[src/rtl/sobel_line_scheduler_pkg.sv]
// Shared types and packet layout for the Sobel line packetizer
// and the downstream Ethernet framer.
package sobel_line_scheduler_pkg;

    localparam int HDR_BYTES = 2;
    localparam int ROW_W     = 16;

    typedef enum logic [2:0] {
        IDLE,
        HDR_HI,
        HDR_LO,
        PAYLOAD,
        DONE
    } rd_state_t;

    typedef struct packed {
        logic [7:0] data;
        logic       sof;
        logic       eof;
    } tx_beat_t;

    function automatic int line_bytes(input int width);
        return width / 8;
    endfunction

    function automatic int data_length(input int width);
        return line_bytes(width) + HDR_BYTES;
    endfunction

endpackage

[src/rtl/sobel_line_scheduler_ram.sv]
// Two-bank line store: one write port, one registered read port.
module line_pingpong_ram #(
    parameter int LINE_BYTES = 160,
    parameter int AW         = 8
) (
    input  logic          clk,
    input  logic          we,
    input  logic          wbank,
    input  logic [AW-1:0] waddr,
    input  logic [7:0]    wdata,
    input  logic          rbank,
    input  logic [AW-1:0] raddr,
    output logic [7:0]    rdata
);

    logic [7:0] mem [2][LINE_BYTES];

    always_ff @(posedge clk) begin
        if (we) begin
            mem[wbank][waddr] <= wdata;
        end
    end

    always_ff @(posedge clk) begin
        rdata <= mem[rbank][raddr];
    end

endmodule

[src/rtl/sobel_line_scheduler.sv]
// Packs the 1-bit Sobel stream into a ping-pong line store and
// emits one row-tagged packet per completed line.
module sobel_line_scheduler
    import sobel_line_scheduler_pkg::*;
#(
    parameter int IMAGE_WIDTH  = 1280,
    parameter int IMAGE_HEIGHT = 720
) (
    input  logic        clk,
    input  logic        rst_p,
    input  logic        sobel,
    input  logic        sobel_valid,
    input  logic        sobel_vsync,
    input  logic        tx_ready,
    output logic        tx_valid,
    output logic [7:0]  tx_data,
    output logic        tx_sof,
    output logic        tx_eof,
    output logic        line_drop,
    output logic [15:0] drop_cnt,
    output logic        busy
);

    localparam int LINE_BYTES = line_bytes(IMAGE_WIDTH);
    localparam int PIX_W      = $clog2(IMAGE_WIDTH);
    localparam int AW         = PIX_W - 3;

    localparam logic [PIX_W-1:0] PIX_LAST = PIX_W'(IMAGE_WIDTH - 1);
    localparam logic [AW-1:0]    IDX_LAST = AW'(LINE_BYTES - 1);
    localparam logic [ROW_W-1:0] ROW_LAST = ROW_W'(IMAGE_HEIGHT - 1);

    logic             vsync_q;
    logic             vs_rise;
    logic [PIX_W-1:0] pix;
    logic [7:0]       pack;
    logic [7:0]       pack_nxt;
    logic [ROW_W-1:0] row;
    logic             wr_bank;
    logic             line_ok_q;
    logic             line_ok;
    logic             ram_we;
    logic             line_end;
    logic             set_full;
    logic             clr_full;
    logic [1:0]       full;
    logic [ROW_W-1:0] tag [2];

    rd_state_t        state;
    logic             rd_bank;
    logic [AW-1:0]    rd_idx;
    logic [AW-1:0]    raddr;
    logic [7:0]       rdata;
    logic             accept;
    tx_beat_t         beat;

    assign vs_rise  = sobel_vsync & ~vsync_q;
    assign pack_nxt = {pack[6:0], sobel};

    // Writability is decided once, at pixel 0, and held for the line.
    assign line_ok  = (pix == '0) ? ~full[wr_bank] : line_ok_q;
    assign ram_we   = sobel_valid & ~vs_rise & line_ok & (pix[2:0] == 3'd7);
    assign line_end = sobel_valid & ~vs_rise & (pix == PIX_LAST);
    assign set_full = line_end & line_ok;
    assign clr_full = (state == DONE);

    always_ff @(posedge clk or posedge rst_p) begin
        if (rst_p) begin
            vsync_q   <= 1'b0;
            pix       <= '0;
            pack      <= '0;
            row       <= '0;
            wr_bank   <= 1'b0;
            line_ok_q <= 1'b0;
            line_drop <= 1'b0;
            drop_cnt  <= '0;
            tag       <= '{default: '0};
        end else begin
            vsync_q   <= sobel_vsync;
            line_drop <= 1'b0;
            if (vs_rise) begin
                pix      <= '0;
                pack     <= '0;
                row      <= '0;
                drop_cnt <= '0;
            end else if (sobel_valid) begin
                pack      <= pack_nxt;
                line_ok_q <= line_ok;
                if (line_end) begin
                    pix <= '0;
                    row <= (row == ROW_LAST) ? '0 : row + 1'b1;
                    if (line_ok) begin
                        tag[wr_bank] <= row;
                        wr_bank      <= ~wr_bank;
                    end else begin
                        line_drop <= 1'b1;
                        if (drop_cnt != 16'hFFFF) begin
                            drop_cnt <= drop_cnt + 1'b1;
                        end
                    end
                end else begin
                    pix <= pix + 1'b1;
                end
            end
        end
    end

    // Set and clear always target different banks.
    always_ff @(posedge clk or posedge rst_p) begin
        if (rst_p) begin
            full <= '0;
        end else begin
            if (set_full) full[wr_bank] <= 1'b1;
            if (clr_full) full[rd_bank] <= 1'b0;
        end
    end

    line_pingpong_ram #(
        .LINE_BYTES(LINE_BYTES),
        .AW        (AW)
    ) u_ram (
        .clk  (clk),
        .we   (ram_we),
        .wbank(wr_bank),
        .waddr(pix[PIX_W-1:3]),
        .wdata(pack_nxt),
        .rbank(rd_bank),
        .raddr(raddr),
        .rdata(rdata)
    );

    assign accept = tx_valid & tx_ready;

    // Look-ahead address keeps rdata == mem[rd_idx] every cycle.
    always_comb begin
        raddr = rd_idx;
        if (state == IDLE || state == DONE) begin
            raddr = '0;
        end else if (accept && (state == HDR_LO || state == PAYLOAD)
                     && rd_idx != IDX_LAST) begin
            raddr = rd_idx + 1'b1;
        end
    end

    always_ff @(posedge clk or posedge rst_p) begin
        if (rst_p) begin
            state    <= IDLE;
            rd_bank  <= 1'b0;
            rd_idx   <= '0;
            beat     <= '0;
            tx_valid <= 1'b0;
        end else begin
            rd_idx <= raddr;
            unique case (state)
                IDLE: begin
                    if (full[rd_bank]) begin
                        tx_valid <= 1'b1;
                        beat     <= '{data: tag[rd_bank][15:8],
                                      sof: 1'b1, eof: 1'b0};
                        state    <= HDR_HI;
                    end
                end
                HDR_HI: begin
                    if (accept) begin
                        beat  <= '{data: tag[rd_bank][7:0],
                                   sof: 1'b0, eof: 1'b0};
                        state <= HDR_LO;
                    end
                end
                HDR_LO: begin
                    if (accept) begin
                        beat  <= '{data: rdata, sof: 1'b0,
                                   eof: (rd_idx == IDX_LAST)};
                        state <= PAYLOAD;
                    end
                end
                PAYLOAD: begin
                    if (accept) begin
                        if (beat.eof) begin
                            tx_valid <= 1'b0;
                            beat     <= '0;
                            state    <= DONE;
                        end else begin
                            beat <= '{data: rdata, sof: 1'b0,
                                      eof: (rd_idx == IDX_LAST)};
                        end
                    end
                end
                DONE: begin
                    rd_bank <= ~rd_bank;
                    state   <= IDLE;
                end
                default: state <= IDLE;
            endcase
        end
    end

    assign tx_data = beat.data;
    assign tx_sof  = beat.sof;
    assign tx_eof  = beat.eof;
    assign busy    = (|full) | (state != IDLE);

endmodule
[config.mk]
export PLATFORM = sky130hd
export DESIGN_NAME = sobel_line_scheduler
export DESIGN_NICKNAME = d
export VERILOG_FILES = /design/src/rtl/sobel_line_scheduler_pkg.sv /design/src/rtl/sobel_line_scheduler_ram.sv /design/src/rtl/sobel_line_scheduler.sv
export SDC_FILE = /design/constraint.sdc
export NUM_CORES = 2
export LEC_CHECK = 0
export CORE_MARGIN = 3
export CORE_UTILIZATION = 55
export CTS_CLUSTER_DIAMETER = 200
export CTS_CLUSTER_SIZE = 40
export DETAILED_ROUTE_END_ITERATION = 7
export GPL_TIMING_DRIVEN = 0
export HOLD_SLACK_MARGIN = 0.05
export PLACE_DENSITY = 0.79
export SYNTH_ARGS = -nofsm -noshare
export SYNTH_HDL_FRONTEND = slang
export SYNTH_HIERARCHICAL = 1
export SYNTH_SLANG_ARGS = --single-unit
[constraint.sdc]
create_clock -name clk -period 4.85 [get_ports clk]
set_input_delay 0.97 -clock clk [delete_from_list [all_inputs] [get_ports clk]]
set_output_delay 0.97 -clock clk [all_outputs]
set_load 0.01 [all_outputs]
==> results.md <==
* Vias in the first global route at 56,444
* Hold Path Depth at 2
* FF/Latch Area at 79,840 um2
* Worst Setup Start Kind: primary input
* Fmax at between 150 and 200 MHz
* GP Congestion at 1.105
* Clk sinks at about 2,700
* Post-route DRC at 1
* Ys flop type: edfxtp_1
* Crit-path max cell delay at slightly below 0.6 ns
* Clock root cell: clkbuf_16
* Setup WS post-layout at -0.2511 ns
* PortBufs at 33
* Mapped Area at about 110,000 um2
* Multi-input gate area at roughly 25,000 um2
* Worst-Margin Slew at between 1.5 and 2 ns
* Crit path top cell by count: buf_4
* Fin nets at 5,396
* Fin Setup TNS at -1.477 ns
* CTS clk-pin slew, worst paths at about 0.14 ns
* Rows at between 150 and 200
* Outcome: finished with violations
* Worst-path maximum fanout at 10
* Kind of critical path: primary input to flop
* Share of layout cells above drive strength 1 at 0.2527
* Clock Latency Late Sink at about 0.82 ns
* Post-route ant nets at 0
* Drt pass-1 iters at 8
* Max Cap Violations at 3
* Crit path arrival time at between 5 and 6 ns
* Post-synthesis register bit count at around 2,700
* Hold Crit Class: flop to flop
* Post-Route Utilization at 0.6093
* Initial Util at 0.5568
* Die X at about 440 um
* Final setup skew at 0.05190 ns
* DPL Wire Length at ~260,000 um
* Tot Pwr at between 30 and 40 mW
* Area growth from synthesis to layout at 9.424%
* Post-synth EDFFs at between 2,000 and 3,000
* Gr ovfl total at 0
* Synth Net Count at approximately 5,200
* Post-synth ARST share at 0.04143
* IO Pins at 35
* Die Y at about 440 um
* RSZ-0062 raised after global routing: true
* Fin. Hold Viols at 0
* Fin crit share at 1.052
* Yosys warns at 6
* Power per cell area at slightly above 300 nW/um2
* Syn Inst Count at 5,174
* Fillers at 12,796
* VDD IR max at roughly 0.34 mV
* Required @ worst endpoint at roughly 5.5 ns
* Crit-path cells: clkdlybuf4s50_1, nand4b_1, a31oi_4, buf_4, xnor2_1, nor2_1, buf_6, buf_4, clkbuf_8, nor2b_4, clkbuf_4, a211o_1, o21ai_0, a21oi_2, o211ai_1, a31oi_2
* DP Worst Slack at -4.271 ns
* Largest net degree at the start of global routing at 141
* Final setup viols at 13
* CTS Buf Count at between 70 and 80
* Minimum clock period at ~5.1 ns
* Worst reg-to-reg path cell count at 16
* CTS tree: done
* Slowest-stage cell, CP: nor2b_4
* Core area at about 190,000 um2
* DRT iter0 DRCs at 13,541
* Max clock buf depth at 3
* DR vias/cell at between 7 and 8
* Register area share after synthesis at 0.7592
* GRT Total Usage at 0.3977
* Final WL at ~390,000 um
* Vias at between 60,000 and 70,000
* Syn Area/Cell at a little over 20 um2
* Most common cell after layout, fill and taps aside: edfxtp_1
* Pins Over Slew Limit at 33
* CP Capture Type: flop
* Leak at between 30 and 40 nW
* Die footprint at roughly 200,000 um2
* Commonest cells after routing, fill and taps aside: edfxtp_1 (2,560), mux4_2 (650), nor2_1 (265)
* Rel. slew slack at -0.1016
* Routed wire per std cell at between 40 and 50 um
* Distinct cells, synth at 75
* Failing checks: DRC, capacitance limit, slew limit, setup timing
* Htree depth at 3
* Global-route wire length before repair at 513,900 um
* Cts hold-fix bufs at 0
* Initial antenna violation count at 30
==> registers in the layout, indices dropped and copies added (netlist names), 2 cells and up <==
| register | cells |
|---|---|
| drop_cnt | 16 |
| pix | 11 |
| u_ram/mem | 2560 |
| tag | 32 |
| rd_idx | 8 |
| pack | 7 |
| state | 3 |
| u_ram/rdata | 8 |
| row | 16 |
| full | 2 |
| tx_data | 8 |
==> stage by stage <==
step	cells	cell area (um2)	hold slack, ns
floorplan	5174	105100	0.4791
global placement	7702	108600	0.4646
detailed placement	7744	109700	0.4698
CTS	7862	114100	0.5063
global route	7898	115000	0.5367
finish	7917	115000	0.5084
==> cell usage after synthesis (11+ instances only) <==
library cell	count	area (um2)
a2111oi_0	13	113.9
a211oi_1	34	255.2
a21oi_1	81	405.4
a22oi_1	32	240.2
a31oi_1	30	187.7
and2_1	14	87.58
and3_1	17	106.4
buf_1	31	116.4
buf_2	61	305.3
buf_4	52	390.4
buf_6	17	191.4
clkbuf_1	137	514.2
dfrtp_1	111	2778
edfxtp_1	2560	76870
inv_1	14	52.55
mux2_2	45	506.7
mux2i_1	155	1551
mux4_2	650	14640
nand2_1	200	750.7
nand2b_1	15	93.84
nand3_1	67	335.3
nand4_1	25	156.4
nor2_1	407	1528
nor2b_1	28	175.2
nor3_1	24	120.1
nor4_1	14	87.58
o211ai_1	11	82.58
o21ai_0	72	360.4
o221ai_1	16	140.1
o22ai_1	57	356.6
o31ai_1	12	90.09
or3_1	19	118.9
or4_1	11	82.58
xor2_1	12	105.1
==> power by group <==
part	switching (mW)	internal, mW
Combinational	0.459	0.0967
Clock	6.41	3.02
Sequential	0.0689	25.4
Total	6.93	28.5
==> kinds of logic (layout without fill, tap and decap cells) <==
kind of cell,after synthesis,count (layout),synth area share
buffers and inverters,318,545,0.01526
flip-flops,2679,2679,0.7592
AND/OR/NAND/NOR,883,883,0.03813
AO/OA/AOI/OAI,419,419,0.02629
multiplexers,850,850,0.1588
adder cells (fa/ha/maj),6,6,0.0007141
XOR/XNOR,19,19,0.001583
other,0,21,0
==> timing repair <==
action | 4_1_cts | 5_1_grt
setup endpoints to repair | 1632 | 1305
buffers inserted | 23 | 36
gates resized for setup | 600 | 184
pin swaps | 20 | 14
==> critical path: cells and delay by family <==
family	cells	cell delay, ns
buffers and inverters	6	1.94
AOI/OAI and AO/OA	6	1.75
and+or+nand+nor	3	0.95
xor gates and xnor gates	1	0.06
==> cell type report <==
cell class,instances,share of cell area
antenna,21,0.0004568
sequential,2679,0.6940
clock buffer,94,0.01767
inverter,19,0.0008158
clock inverter,1,0.00007614
buffer,297,0.02769
multi-input combinational,2177,0.2168
tap,2495,0.02714
timing repair buffer,134,0.01529
==> routing by layer <==
metal | share of wire | up-vias | routed length, um | track usage
li1 | - | 21590 | - | -
met1 | 0.30 | 31680 | 119000 | 0.4976
met2 | 0.42 | 6912 | 162500 | 0.5408
met3 | 0.19 | 1573 | 73400 | 0.1925
met4 | 0.092 | 39 | 36030 | 0.2858
met5 | 0.0014 | - | 564 | 0.01294
==> final timing paths <==
| kind | start | to | slack (ns) |
|---|---|---|---|
| max | tx_ready | u_ram/rdata[6] | -0.25 |
| min reg2reg | tx_data[7] | tx_data[7] | 0.51 |
| max in group asynchronous | rst_p | pack[3] | 3.44 |
| min in group asynchronous | rst_p | tx_eof | 0.64 |
| min | tx_data[7] | tx_data[7] | 0.51 |
| max reg2reg | rd_idx[0] | u_ram/rdata[6] | -0.23 |
(Power assumes the default switching activity.)
